==> src/rtl/display_scanner.sv <==
// display_scanner: time-multiplexed seven-segment driver with tear-free shadow capture and PWM brightness
module display_scanner #(
  parameter int NUM_DIGITS = 4,
  parameter int BRIGHT_W   = 4,
  parameter int IDX_W      = (NUM_DIGITS > 1) ? $clog2(NUM_DIGITS) : 1
) (
  input  logic                    clk,
  input  logic                    rst_n,
  input  logic [4*NUM_DIGITS-1:0] value,
  input  logic [NUM_DIGITS-1:0]   dp,
  input  logic [NUM_DIGITS-1:0]   digit_en,
  input  logic                    blank_lz,
  input  logic [BRIGHT_W-1:0]     brightness,
  input  logic                    load,
  output logic                    busy,
  output logic                    load_ack,
  output logic [NUM_DIGITS-1:0]   anode,
  output logic [6:0]              seg,
  output logic                    dp_n,
  output logic [IDX_W-1:0]        digit_idx,
  output logic                    frame_start
);
  localparam logic [IDX_W-1:0] LAST = IDX_W'(NUM_DIGITS - 1);

  logic [BRIGHT_W-1:0]     tick_q, tick_d;
  logic [IDX_W-1:0]        dig_q, dig_d;
  logic                    busy_q, busy_d, ack_q, ack_d, capture, wrap;
  logic [4*NUM_DIGITS-1:0] val_q, val_d;
  logic [NUM_DIGITS-1:0]   dp_q, dp_d, en_q, en_d;
  logic                    blank_q, blank_d;
  logic [BRIGHT_W-1:0]     bright_q, bright_d;
  logic [NUM_DIGITS-1:0]   anode_q, anode_d, blanked;
  logic [6:0]              seg_q, seg_d;
  logic                    dpn_q, dpn_d, fs_q, fs_d, lit, dp_cur, zero_run;
  logic [IDX_W-1:0]        idx_q, idx_d;
  logic [3:0]              nib;

  function automatic logic [6:0] hex7(input logic [3:0] h);
    case (h)
      4'h0: hex7 = 7'h3F;
      4'h1: hex7 = 7'h06;
      4'h2: hex7 = 7'h5B;
      4'h3: hex7 = 7'h4F;
      4'h4: hex7 = 7'h66;
      4'h5: hex7 = 7'h6D;
      4'h6: hex7 = 7'h7D;
      4'h7: hex7 = 7'h07;
      4'h8: hex7 = 7'h7F;
      4'h9: hex7 = 7'h6F;
      4'hA: hex7 = 7'h77;
      4'hB: hex7 = 7'h7C;
      4'hC: hex7 = 7'h39;
      4'hD: hex7 = 7'h5E;
      4'hE: hex7 = 7'h79;
      default: hex7 = 7'h71;
    endcase
  endfunction

  // Scan counters and load handshake; shadows only change on the last tick of the last digit
  always_comb begin
    wrap     = &tick_q;
    tick_d   = tick_q + 1'b1;
    dig_d    = wrap ? ((dig_q == LAST) ? '0 : dig_q + 1'b1) : dig_q;
    capture  = busy_q & wrap & (dig_q == LAST);
    busy_d   = capture ? 1'b0 : (busy_q | load);
    ack_d    = capture;
    val_d    = capture ? value : val_q;
    dp_d     = capture ? dp : dp_q;
    en_d     = capture ? digit_en : en_q;
    blank_d  = capture ? blank_lz : blank_q;
    bright_d = capture ? brightness : bright_q;
  end

  // Digit output: blanking runs from the most significant digit down, stopping at the first nonzero nibble or dp
  always_comb begin
    blanked  = '0;
    zero_run = 1'b1;
    nib      = 4'h0;
    dp_cur   = 1'b0;
    lit      = 1'b0;
    for (int i = NUM_DIGITS - 1; i >= 0; i--) begin
      zero_run   = zero_run & (val_q[4*i +: 4] == 4'h0) & ~dp_q[i];
      blanked[i] = (i != 0) & blank_q & zero_run;
    end
    for (int i = 0; i < NUM_DIGITS; i++) begin
      if (dig_q == IDX_W'(i)) begin
        nib    = val_q[4*i +: 4];
        dp_cur = dp_q[i];
        lit    = en_q[i] & ~blanked[i] & (tick_q <= bright_q);
      end
    end
    anode_d = lit ? ~(NUM_DIGITS'(1) << dig_q) : '1;
    seg_d   = lit ? ~hex7(nib) : 7'h7F;
    dpn_d   = ~(lit & dp_cur);
    idx_d   = dig_q;
    fs_d    = (dig_q == '0) & (tick_q == '0);
  end

  // State and registered outputs; reset leaves the display dark and drops any pending load
  always_ff @(posedge clk or negedge rst_n) begin
    if (!rst_n) begin
      tick_q   <= '0;
      dig_q    <= '0;
      busy_q   <= 1'b0;
      ack_q    <= 1'b0;
      val_q    <= '0;
      dp_q     <= '0;
      en_q     <= '0;
      blank_q  <= 1'b0;
      bright_q <= '0;
      anode_q  <= '1;
      seg_q    <= 7'h7F;
      dpn_q    <= 1'b1;
      idx_q    <= '0;
      fs_q     <= 1'b0;
    end else begin
      tick_q   <= tick_d;
      dig_q    <= dig_d;
      busy_q   <= busy_d;
      ack_q    <= ack_d;
      val_q    <= val_d;
      dp_q     <= dp_d;
      en_q     <= en_d;
      blank_q  <= blank_d;
      bright_q <= bright_d;
      anode_q  <= anode_d;
      seg_q    <= seg_d;
      dpn_q    <= dpn_d;
      idx_q    <= idx_d;
      fs_q     <= fs_d;
    end
  end

  assign busy        = busy_q;
  assign load_ack    = ack_q;
  assign anode       = anode_q;
  assign seg         = seg_q;
  assign dp_n        = dpn_q;
  assign digit_idx   = idx_q;
  assign frame_start = fs_q;
endmodule
==> config.mk <==
export PLATFORM = sky130hd
export DESIGN_NAME = display_scanner
export DESIGN_NICKNAME = d
export VERILOG_FILES = /design/src/rtl/display_scanner.sv
export SDC_FILE = /design/constraint.sdc
export NUM_CORES = 1
export LEC_CHECK = 0
export ABC_AREA = 1
export CAP_MARGIN = 30
export CORE_MARGIN = 2
export CORE_UTILIZATION = 45
export CTS_CLUSTER_SIZE = 24
export DETAILED_ROUTE_END_ITERATION = 8
export MAX_ROUTING_LAYER = met4
export PLACE_DENSITY = 0.68
export SLEW_MARGIN = 20
export SYNTH_ARGS = -nofsm -noshare
export SYNTH_HDL_FRONTEND = slang
export SYNTH_SLANG_ARGS = --single-unit
export TNS_END_PERCENT = 100
==> constraint.sdc <==
create_clock -name clk -period 5.4 [get_ports clk]
set_input_delay 1.08 -clock clk [delete_from_list [all_inputs] [get_ports clk]]
set_output_delay 1.08 -clock clk [all_outputs]
set_load 0.01 [all_outputs]
==> summary.md <==
| Metric | Value |
|---|---|
| Minimum clock period after layout | `2.43 ns` |
| CTS tree | `built` |
| Drt initial violations | `98` |
| Reported leakage power | `1.56 nW` |
| Worst setup path class | `flip-flop to output pin` |
| Ys Warns | `0` |
| Die W | `80.5 µm` |
| Summed instance area of the synthesized netlist | `2630 µm²` |
| Dominant register cell in the synthesized netlist | `dfrtp_1` |
| Num CTS Buffers | `5` |
| Required @ worst endpoint | `4.32 ns` |
| Final Max Slew Viols | `0` |
| Setup Viol. Count Final | `0` |
| Share of synthesized flip-flops with an asynchronous set or reset | `100%` |
| Most frequent cells after synthesis | `nand2_1 (81), dfrtp_1 (40), inv_1 (35)` |
| Clock transition at the register clock pins on the worst setup and hold paths after CTS | `0.09 ns` |
| Remaining global-route overflow | `0` |
| Cell type with the highest aggregate area in the netlist | `dfrtp_1` |
| Share of cells above drive strength 1 | `13.2%` |
| Clock Latency Late Sink | `0.31 ns` |
| Final Hold Vio Count | `0` |
| Standard cell core area | `5570 µm²` |
| Antenna Nets Post-Route | `0` |
| Run status | `finished clean` |
| Slowest cell on the critical path | `dfstp_2` |
| Post-CTS setup-driven buffer insertion count | `0` |
| GPL Wtd Cong | `0.842` |
| Overall global routing resource usage | `17.8%` |
| First-pass GRT wire length | `8640 µm` |
| Final HPWL from detailed placement | `3620 µm` |
| Max FO, Critical Path | `1` |
| Synthesized netlist cell count | `292` |
| Cell variety after synth | `31` |
| Max H-tree Level | `2` |
| Ordered list of cells on the worst path | `clkdlybuf4s50_1` |
| VDD IR-drop max | `0.0981 mV` |
| Fmax | `411 MHz` |
| Total power after layout | `0.634 mW` |
| Arr. time, crit path | `1.35 ns` |
| Total die area | `6480 µm²` |
| Top post-synthesis cells by area | `dfrtp_1 (38%), dfstp_2 (12%), nand2_1 (12%)` |
| Cell family with the largest share of critical-path delay | `flip-flops` |
| I/O pin cnt | `49` |
| WL per Instance | `12.0 µm` |
| Max-capacitance violation count | `0` |
| Initial Utilization | `47.2%` |
| Yosys top cell area share | `38.0%` |
| EDFF count, synth | `0` |
| Final total negative setup slack | `0 ns` |
| Most common cell in the synthesized netlist | `nand2_1` |
| Placed insts | `403` |
| Number of antenna violations at the first check in global routing | `0` |
| Area Growth Syn to Fin | `23.1%` |
| Setup Skew | `0.00741 ns` |
| Number of buffers on the longest clock path | `2` |
| Number of buffers added on ports | `48` |
| Non-Filler Instances | `412` |
| Transition time of the tightest slew-check pin | `0.627 ns` |
| First-pass iteration count of the detailed router | `4` |
| Post-synthesis net count | `340` |
| Power density over the cells | `195 nW/µm²` |
| Kind of path behind the tightest hold check | `flip-flop to flip-flop` |
| Cell at the root of the clock tree | `clkbuf_8` |
| Endpoint kind of the worst setup timing path | `output pin` |
| Tcrit/Tclk final | `45.1%` |
| Average via count per standard cell | `4.80` |
| Sequential element share of the synthesized area | `50.0%` |
| Hold Buf Count CTS | `0` |
| Count of nets after finishing | `387` |
| Routed WL | `4960 µm` |
| Post-cts gate resize count | `0` |
| Total number of clock tree sinks | `52` |
| Number of flip-flops and latches in the synthesized netlist | `52` |
| Count of buffer and inverter cells on the critical path | `1` |
| Tightest slew margin relative to the limit | `58.2%` |
| Maximum number of pins on one net before global-route repair | `53` |
| Number of rows in the core area | `27` |
| Drc violations | `0` |
| Type of element launching the critical path | `flip-flop` |
| Unrepaired setup endpoints after global routing | `false` |
| Number of global-route vias before repair | `1,867` |
| Antenna diode count | `0` |
| Crit-path max cell delay | `0.52 ns` |
| Die boundary height | `80.5 µm` |
| Routed vias | `1,979` |
| Post-Syn Area per Cell | `9.02 µm²` |
==> worst paths after layout <==
| check | cells past startpoint | slack (ns) | to | startpoint |
|---|---|---|---|---|
| setup reg to reg | 13 | 3.10 | seg[3] | dig_q[1] |
| hold / removal | 0 | 0.44 | digit_idx[1] | dig_q[1] |
| setup / recovery | 1 | 2.97 | anode[3] | anode[3] |
| hold reg to reg | 0 | 0.44 | digit_idx[1] | dig_q[1] |
| max in group asynchronous | 1 | 4.20 | val_q[14] | rst_n |
| min in group asynchronous | 1 | 0.78 | busy | rst_n |
==> cells by family (layout without fill, tap and decap cells) <==
logic type,Yosys count,in the layout,synth area share [%]
AND/OR/NAND/NOR,122,122,19.7
XOR/XNOR,2,2,0.666
adder cells (fa/ha/maj),16,16,7.60
buffers and inverters,46,94,7.89
multiplexers,11,11,4.71
AO/OA/AOI/OAI,43,43,9.41
flip-flops,52,52,50.0
==> cells in the final DEF, fill, tap and decap left out <==
| master | instances |
|---|---|
| a21boi_2 | 1 |
| a21oi_1 | 10 |
| a21oi_2 | 2 |
| buf_12 | 1 |
| buf_4 | 1 |
| clkbuf_1 | 2 |
| clkbuf_8 | 5 |
| clkdlybuf4s50_1 | 47 |
| clkinv_2 | 1 |
| dfrtp_1 | 40 |
| dfstp_2 | 12 |
| ha_1 | 16 |
| inv_1 | 35 |
| inv_2 | 1 |
| inv_4 | 1 |
| mux2_2 | 11 |
| nand2_1 | 81 |
| nand2_2 | 3 |
| nand2_4 | 3 |
| nand3_1 | 14 |
| nand3b_1 | 2 |
| nand4_1 | 1 |
| nor2_1 | 16 |
| nor2_4 | 1 |
| nor3_1 | 1 |
| o21ai_0 | 16 |
| o21ai_1 | 10 |
| o21ai_2 | 1 |
| o21ai_4 | 1 |
| o21bai_1 | 1 |
| o22ai_1 | 1 |
| xnor2_1 | 1 |
| xor2_1 | 1 |
==> state kept, by name, indices dropped and copies added, names as in the netlist <==
signal,cells
en_q,4
dp_n,1
val_q,16
tick_q,4
bright_q,4
busy,1
dp_q,4
seg,7
anode,4
blank_q,1
digit_idx,2
load_ack,1
dig_q,2
frame_start,1
==> stage by stage <==
| stage | setup slack, ns | hold WS [ns] | util (%) | instance area [µm²] |
|---|---|---|---|---|
| after global routing | 2.87 | 0.482 | 58.1 | 3240 |
| after detailed placement | 3.06 | 0.439 | 56.3 | 3140 |
| final | 2.97 | 0.442 | 58.1 | 3240 |
| after floorplan | 3.40 | 0.401 | - | 2630 |
| after CTS | 2.95 | 0.449 | 57.8 | 3220 |
| after global placement | 3.09 | 0.409 | 56.3 | 3140 |
==> layer usage <==
metal / routed length, µm / global-route usage [%] / vias up
li1: - / - / 1011
met1: 2450 / 24.0 / 910
met2: 2160 / 26.3 / 50
met5: 0 / - / -
met3: 257 / 3.93 / 8
met4: 87 / 6.61 / 0
==> area by class of cell <==
cell class                 count  area, µm²
inverter                      37        141
tap                           72       90.1
clock buffer                   7       76.3
multi-input combinational    194       1110
clock inverter                 1       5.00
sequential                    52       1320
timing repair buffer          49        498
fill                         522       2330
==> report_power, final <==
group | leakage, nW | internal, mW | total [mW] | switching, mW
combinational | 0.953 | 0.0192 | 0.0288 | 0.00966
sequential | 0.561 | 0.390 | 0.390 | 0.0000000000000000192
clock | 0.0422 | 0.0913 | 0.215 | 0.124
total | 1.56 | 0.500 | 0.634 | 0.133
Power figures use the tool's default switching activity.
